$ cat config.mk
export PLATFORM = sky130hd
export DESIGN_NAME = bcd_div11_seq_ctrl
export DESIGN_NICKNAME = d
export VERILOG_FILES = /design/src/rtl/bcd_div11_seq_ctrl.sv
export SDC_FILE = /design/constraint.sdc
export NUM_CORES = 1
export LEC_CHECK = 0
export ABC_AREA = 1
export CAP_MARGIN = 15
export CORE_MARGIN = 2
export CORE_UTILIZATION = 49
export DETAILED_ROUTE_END_ITERATION = 8
export GPL_ROUTABILITY_DRIVEN = 0
export HOLD_SLACK_MARGIN = 0.05
export PLACE_DENSITY_LB_ADDON = 0.05
export SLEW_MARGIN = 20
export SYNTH_ARGS = -nofsm -noshare
export SYNTH_HDL_FRONTEND = slang
export SYNTH_SLANG_ARGS = --single-unit
export TNS_END_PERCENT = 100
$ cat constraint.sdc
create_clock -name CLK -period 8.1 [get_ports CLK]
set_input_delay 0.81 -clock CLK [delete_from_list [all_inputs] [get_ports CLK]]
set_output_delay 0.81 -clock CLK [all_outputs]
set_load 0.01 [all_outputs]
$ cat src/rtl/bcd_div11_seq_ctrl.sv
// -----------------------------------------------------------------------------
// bcd_div11_seq_ctrl
//   Sequential BCD divisibility-by-11 checker. A packed BCD word is accepted
//   over a valid/ready handshake, then walked one digit per clock, most
//   significant digit first, while a running remainder mod 11 is kept. The
//   result (DIVISIBLE, REMAINDER, BCD_ERR) is offered over a second
//   valid/ready handshake.
//
// Handshake semantics (both sides): a transfer happens on a rising CLK edge
//   where VALID and READY are both 1. The producer holds VALID and its data
//   stable until that edge; READY never depends combinationally on VALID.
//
// Ports
//   CLK        in   1             system clock, rising edge
//   RST        in   1             asynchronous, active-high reset
//   IN_VALID   in   1             IN_DATA valid
//   IN_READY   out  1             controller can accept a word (state IDLE)
//   IN_DATA    in   4*NUM_DIGITS  packed BCD, digit NUM_DIGITS-1 in the MSBs
//   OUT_VALID  out  1             result valid, held until OUT_READY
//   OUT_READY  in   1             consumer accepts result
//   DIVISIBLE  out  1             word divisible by 11 and no BCD error
//   REMAINDER  out  4             word mod 11 (0..10), 4'hF on BCD error
//   BCD_ERR    out  1             some digit of the word was > 9
//   BUSY       out  1             digits are being walked (state RUN)
//   DBG_STATE  out  2             current FSM state (0 IDLE, 1 RUN, 2 DONE)
// -----------------------------------------------------------------------------
module bcd_div11_seq_ctrl #(
   parameter int NUM_DIGITS = 4
) (
   input  logic                      CLK,
   input  logic                      RST,
   input  logic                      IN_VALID,
   output logic                      IN_READY,
   input  logic [4*NUM_DIGITS-1:0]   IN_DATA,
   output logic                      OUT_VALID,
   input  logic                      OUT_READY,
   output logic                      DIVISIBLE,
   output logic [3:0]                REMAINDER,
   output logic                      BCD_ERR,
   output logic                      BUSY,
   output logic [1:0]                DBG_STATE
);

   localparam int W  = 4 * NUM_DIGITS;
   localparam int CW = (NUM_DIGITS > 1) ? $clog2(NUM_DIGITS) : 1;
   localparam logic [CW-1:0] LAST_CNT = CW'(NUM_DIGITS - 1);

   typedef enum logic [1:0] {
      IDLE = 2'd0,
      RUN  = 2'd1,
      DONE = 2'd2
   } state_t;

   state_t          r_state;
   state_t          w_next;
   logic [W-1:0]    r_shift;
   logic [3:0]      r_acc;
   logic            r_err;
   logic [CW-1:0]   r_cnt;
   logic            r_div;
   logic [3:0]      r_rem;
   logic            r_bcd_err;

   logic [3:0]      w_digit;
   logic [4:0]      w_t1;
   logic [4:0]      w_t2;
   logic [4:0]      w_t3;
   logic [3:0]      w_acc_next;
   logic            w_err_next;
   logic            w_accept;
   logic            w_last;

   // N*10 + d == d - N (mod 11); t = d + 11 - acc stays non-negative because
   // acc <= 10. A legal digit gives t in 1..20 so one subtract suffices; an
   // illegal digit can push t up to 26, and the second subtract keeps acc
   // inside 0..10 for the remaining digits.
   assign w_digit    = r_shift[W-1 -: 4];
   assign w_t1       = {1'b0, w_digit} + 5'd11 - {1'b0, r_acc};
   assign w_t2       = (w_t1 >= 5'd11) ? (w_t1 - 5'd11) : w_t1;
   assign w_t3       = (w_t2 >= 5'd11) ? (w_t2 - 5'd11) : w_t2;
   assign w_acc_next = w_t3[3:0];
   assign w_err_next = r_err | (w_digit > 4'd9);

   assign w_accept   = (r_state == IDLE) && IN_VALID;
   assign w_last     = (r_state == RUN) && (r_cnt == LAST_CNT);

   // State register
   always_ff @(posedge CLK or posedge RST) begin
      if (RST) begin
         r_state <= IDLE;
      end else begin
         r_state <= w_next;
      end
   end

   // Next-state and handshake outputs
   always_comb begin
      w_next    = r_state;
      IN_READY  = 1'b0;
      OUT_VALID = 1'b0;
      BUSY      = 1'b0;
      case (r_state)
         IDLE: begin
            IN_READY = 1'b1;
            if (IN_VALID) w_next = RUN;
         end
         RUN: begin
            BUSY = 1'b1;
            if (r_cnt == LAST_CNT) w_next = DONE;
         end
         DONE: begin
            OUT_VALID = 1'b1;
            if (OUT_READY) w_next = IDLE;
         end
         default: begin
            w_next = IDLE;
         end
      endcase
   end

   // Datapath: word load, digit walk, result capture on entry to DONE
   always_ff @(posedge CLK or posedge RST) begin
      if (RST) begin
         r_shift   <= '0;
         r_acc     <= 4'd0;
         r_err     <= 1'b0;
         r_cnt     <= '0;
         r_div     <= 1'b0;
         r_rem     <= 4'd0;
         r_bcd_err <= 1'b0;
      end else if (w_accept) begin
         r_shift <= IN_DATA;
         r_acc   <= 4'd0;
         r_err   <= 1'b0;
         r_cnt   <= '0;
      end else if (r_state == RUN) begin
         r_shift <= r_shift << 4;
         r_acc   <= w_acc_next;
         r_err   <= w_err_next;
         r_cnt   <= r_cnt + 1'b1;
         if (w_last) begin
            // Result registers hold until the next word finishes.
            r_rem     <= w_err_next ? 4'hF : w_acc_next;
            r_div     <= !w_err_next && (w_acc_next == 4'd0);
            r_bcd_err <= w_err_next;
         end
      end
   end

   assign DIVISIBLE = r_div;
   assign REMAINDER = r_rem;
   assign BCD_ERR   = r_bcd_err;
   assign DBG_STATE = r_state;

endmodule

==> results of run 1 <==
==> cell families (layout without fill, tap and decap cells) <==
logic type	after synthesis	after routing	synth area share (%)
xor+xnor	3	3	1.46
compound gates	30	30	11.8
flops	31	31	43.0
simple gates	100	100	27.7
buf+inv	42	77	8.73
fa+ha+maj	10	10	7.35
==> worst max-delay path, stage by stage (launching register included) <==
cell	delay [ps]
dfrtp_1	410
inv_1	50
nor2_1	680
clkdlybuf4s50_1	690
==> routing by layer <==
layer | vias up | global-route usage (%)
met5 | - | 0
met3 | 4 | 5.38
li1 | 756 | -
met4 | 0 | 5.59
met2 | 29 | 33.1
met1 | 705 | 25.0
==> worst max-delay path by stage <==
stage / slack (ps) / startpoint / cells past startpoint / end
after floorplan: 5530 / r_shift[13] / 19 / REMAINDER[0]
after global placement: 5030 / IN_VALID / 6 / r_shift[6]
after detailed placement: 4980 / IN_VALID / 6 / r_shift[13]
after CTS: 5130 / DBG_STATE[0] / 3 / BUSY
after global routing: 4970 / DBG_STATE[0] / 3 / BUSY
final: 5170 / DBG_STATE[0] / 3 / BUSY
==> layout make-up <==
| cell class | count | share of cell area, % |
|---|---|---|
| multi-input cells | 143 | 38.6 |
| flip-flops and latches | 31 | 34.3 |
| repair buffers | 31 | 13.6 |
| inverters | 38 | 6.32 |
| clock buffers | 8 | 4.43 |
| well taps | 48 | 2.66 |
==> cell usage in the layout (no fill, tap or decap), drive strengths merged, types with 5 or more instances in the layout <==
master,instances
a22o,5
clkbuf,8
clkdlybuf4s50,30
dfrtp,31
ha,9
inv,36
nand2,73
nand3,16
nor2,10
o211ai,5
o21ai,9
o221ai,5
==> registers in the layout, summed over array words and instances (netlist names) <==
| name | flops |
|---|---|
| r_shift | 16 |
| REMAINDER | 4 |
| r_acc | 4 |
| DBG_STATE | 2 |
| r_cnt | 2 |
| BCD_ERR | 1 |
| DIVISIBLE | 1 |
| r_err | 1 |
==> per-stage QoR <==
stage          area, µm²  utilization (%)  cells
2_1_floorplan       1810                -    216
3_5_place_dp        2160             59.9    291
4_1_cts             2260             62.6    299
3_3_place_gp        2160             59.9    291
6_report            2260             62.6    299
5_1_grt             2260             62.6    299
==> out/results.ini, run 1 <==
[run_status]
status=finished clean

[timing]
rsz0062_at_grt=no
tightest_slew_ps=906
hold_viol=0
fmax_ghz=0.341
timing.setup.tns_ps=0
holdWs_ps=488
relSlewSlack_pct=39.4
fin_crit_ps=2930
setup_violations=0
finalCritPeriodShare_pct=36.2
finalMaxSlewViolations=0
worst_slack_ps=5170
fin_skew_ps=1.19

[finish]
antenna_cells=0
multi_input_area_um2=872
synthToLayoutAreaGrowth_pct=25.1
nFillCells=356
final_layout_size_suffix_gt1_share_pct=12.7
regArea_um2=776
fin_nets=280

[synthesis]
avgSynthCellArea_um2=8.36
synthCells=216
synth-seq-cells=31
netlist.area_leader.share_pct=43.0
netlist_top_cells_area=dfrtp_1, nand2_1, inv_1
synth_top_cell_by_area=dfrtp_1
yosysWarnings=0
synth_flop_cell=dfrtp_1
synth_area_mm2=0.00181
synth_edf_count=0
ys_seq_area_share_pct=43.0
synth.top_cells.by_count=nand2_1, inv_1, dfrtp_1, nand3_1, nand2_2
ys_async_sr_fraction_pct=100
synth_fp_nets=246
yosysMostFrequentCell=nand2_1
synth_cell_types=28

[clocking]
tritoncts=built
clock_path_buffers=2
holdBufCountCts=0
clk_latency_ps=280
cts_sinks=31
post_cts_resize_count=0
postCtsSetupRepairBufs=0
path_clk_slew_ps=60
cts_root_buf=clkbuf_8
htree_levels=2
cts_made_buffers=5

[hold_path]
whs_endpoint=BCD_ERR
min_path_type=reg -> reg
min-delay-start=BCD_ERR
hold_depth=1

[grt]
antenna_found_initial=0
grt_max_degree=32
grtUsageTotal_pct=19.8
globalRouteOverflowTotal=0
grt_pass1_vias=1442
grt_pass1_wl_um=6410

[route]
vias_per_cell=5.00
route.met2.wl_um=1740
drt_iter0_drc=74
post_drt_wl_per_cell_um=12.0
num_vias=1494
top_layer=met4
first_pass_iters=4
met1_length_um=1640
route.met3.wl_um=156
postRouteAntennaNets=0
drc=0
wl_um=3580

[floorplan]
die-area_mm2=0.00419
design.core.area_mm2=0.00361
die_w_um=64.7
die_height_um=64.7
io-pin-count=31
initial_core_util_pct=50.1
row_count=22

[worst_setup_path]
cp-start-kind=register
reg2reg_to=r_acc[1]
critical_path_class=reg -> out
critical_path_arrival_ps=2120
cp-end-kind=primary output
crit_path_max_fanout=14
rrSetupSlack_ps=5300
ff2ff_path_depth=19
reg2reg_from=r_shift[13]
critPathRequiredTime_ps=7290

[job]
cap_violations=0

[placed_design]
port_buffers=30
place_ws_ps=4980
place_hpwl_um=2710

Power of run 1 is not shown: default switching activity piles up to over one toggle a cycle in this logic, so the estimate is an artifact.
==> inputs of run 2 (changes only) <==
==> constraint.sdc (replaced) <==
create_clock -name CLK -period 2.9 [get_ports CLK]
set_input_delay 0.29 -clock CLK [delete_from_list [all_inputs] [get_ports CLK]]
set_output_delay 0.29 -clock CLK [all_outputs]
set_load 0.01 [all_outputs]
==> out/results.ini, run 2 (synthesis results as in run 1) <==
[run_status]
status=finished clean

[finish]
final_core_util_pct=63.0
largest_reg_flops=16
antenna_cells=0
final_layout_size_suffix_gt1_share_pct=14.1
final_cells=303
mostFrequentLayoutCells=nand2_1, inv_1, dfrtp_1, clkdlybuf4s50_1, nand3_1
fin_nets=284
largest_register=r_shift
layout_commonest_cell=nand2_1
nFillCells=330
synthToLayoutAreaGrowth_pct=25.8

[clocking]
cts_made_buffers=5
path_clk_slew_ps=60
cts_root_buf=clkbuf_8
clk_latency_ps=270
clock_path_buffers=2
cts_sinks=31
tritoncts=built
htree_levels=2

[worst_setup_path]
crit_path_max_fanout=5
path_buf_inv=3
cp-end-kind=register
reg2reg_from=r_shift[13]
worstPathCellList=ha_1, ha_1, inv_1, fa_2, inv_2, nor2_4, nand2_2, nand2_4, nand3_4, nand2_2, nand2_4, nand2_4, nand2_4, nand2_4, nand2_4, nand2_2, nand2_2, o22ai_1, inv_1
cpMostUsedCell=nand2_4
reg2reg_to=REMAINDER[0]
critical_path_class=reg -> reg
ff2ff_path_depth=19
rrSetupSlack_ps=180
critPathMaxStageDelay_ps=550
critical_path_arrival_ps=2890
critPathRequiredTime_ps=3070
path_delay_family=adder cells
critical_path.slowest_cell=fa_2
cp-start-kind=register

[timing]
finalMaxSlewViolations=0
fin_crit_ps=2720
setup_violations=0
tightest_slew_ps=448
hold_viol=0
relSlewSlack_pct=70.0
finalCritPeriodShare_pct=93.9
fmax_ghz=0.367
fin_skew_ps=4.92

[grt]
globalRouteOverflowTotal=0
grt_max_degree=32
grt_pass1_wl_um=6020
grt_pass1_vias=1429
grtUsageTotal_pct=18.5
antenna_found_initial=0

[floorplan]
die_w_um=64.7
design.core.area_mm2=0.00361
io-pin-count=31
die-area_mm2=0.00419
initial_core_util_pct=50.1
row_count=22
die_height_um=64.7

[route]
post_drt_wl_per_cell_um=11.2
postRouteAntennaNets=0
first_pass_iters=4
vias_per_cell=4.97
wl_um=3410
drc=0
num_vias=1505
drt_iter0_drc=58

[hold_path]
min_path_type=in -> async

[placed_design]
port_buffers=30
place_hpwl_um=2640
place_inst=294

[job]
cap_violations=0

==> run 2: changes by cell type in the layout (fill, tap and decap cells not counted), sizes merged <==
cell    before  now
clkbuf       8    7
clkinv       2    3
buf          1    5
==> run 2: worst max-delay path by stage <==
stage,slack [ps],cells after the start,endpoint,from
CTS,160,19,REMAINDER[0],r_shift[13]
global route,-10,19,REMAINDER[1],r_shift[13]
detailed placement,160,19,REMAINDER[0],r_shift[13]
global placement,230,19,DIVISIBLE,r_shift[13]
finish,180,19,REMAINDER[0],r_shift[13]
floorplan,330,19,REMAINDER[0],r_shift[13]
==> run 2: area by class of cell <==
type                            count  area [µm²]  share of cell area, %
Multi-Input combinational cell    143         875                   38.5
Sequential cell                    31         776                   34.1
Timing Repair Buffer               35         338                   14.9
Inverter                           38         143                   6.28
Clock buffer                        7        76.3                   3.36
Tap cell                           48        60.1                   2.64
Clock inverter                      1        5.00                  0.220
==> run 2: routing by layer <==
layer	vias to the layer above	track usage [%]	wire, µm
met3	6	5.21	125
met2	34	29.6	1590
met5	-	0	0
met4	0	5.85	65
li1	767	-	-
met1	698	24.1	1620
==> run 2: worst min-delay path, stage by stage <==
cell and delay (ps):
clkdlybuf4s50_1 400, inv_1 50, buf_4 350
==> run 2: timing repair <==
| action | CTS | global route |
|---|---|---|
| setup buffers | 0 | 1 |
| resized for setup | 0 | 1 |
| hold buffers | 0 | 0 |
| endpoints found under the setup margin | 0 | 3 |
==> run 2: stage by stage <==
stage | setup TNS (ps) | area [µm²] | setup WS (ps) | hold WS [ps]
CTS | 0 | 2260 | 158 | 405
floorplan | 0 | 1810 | 332 | 385
global route | -17.4 | 2270 | -10.4 | 427
finish | 0 | 2270 | 177 | 398
detailed placement | 0 | 2180 | 164 | 473
global placement | 0 | 2180 | 231 | 467
Power of run 2 is left out for the same reason.
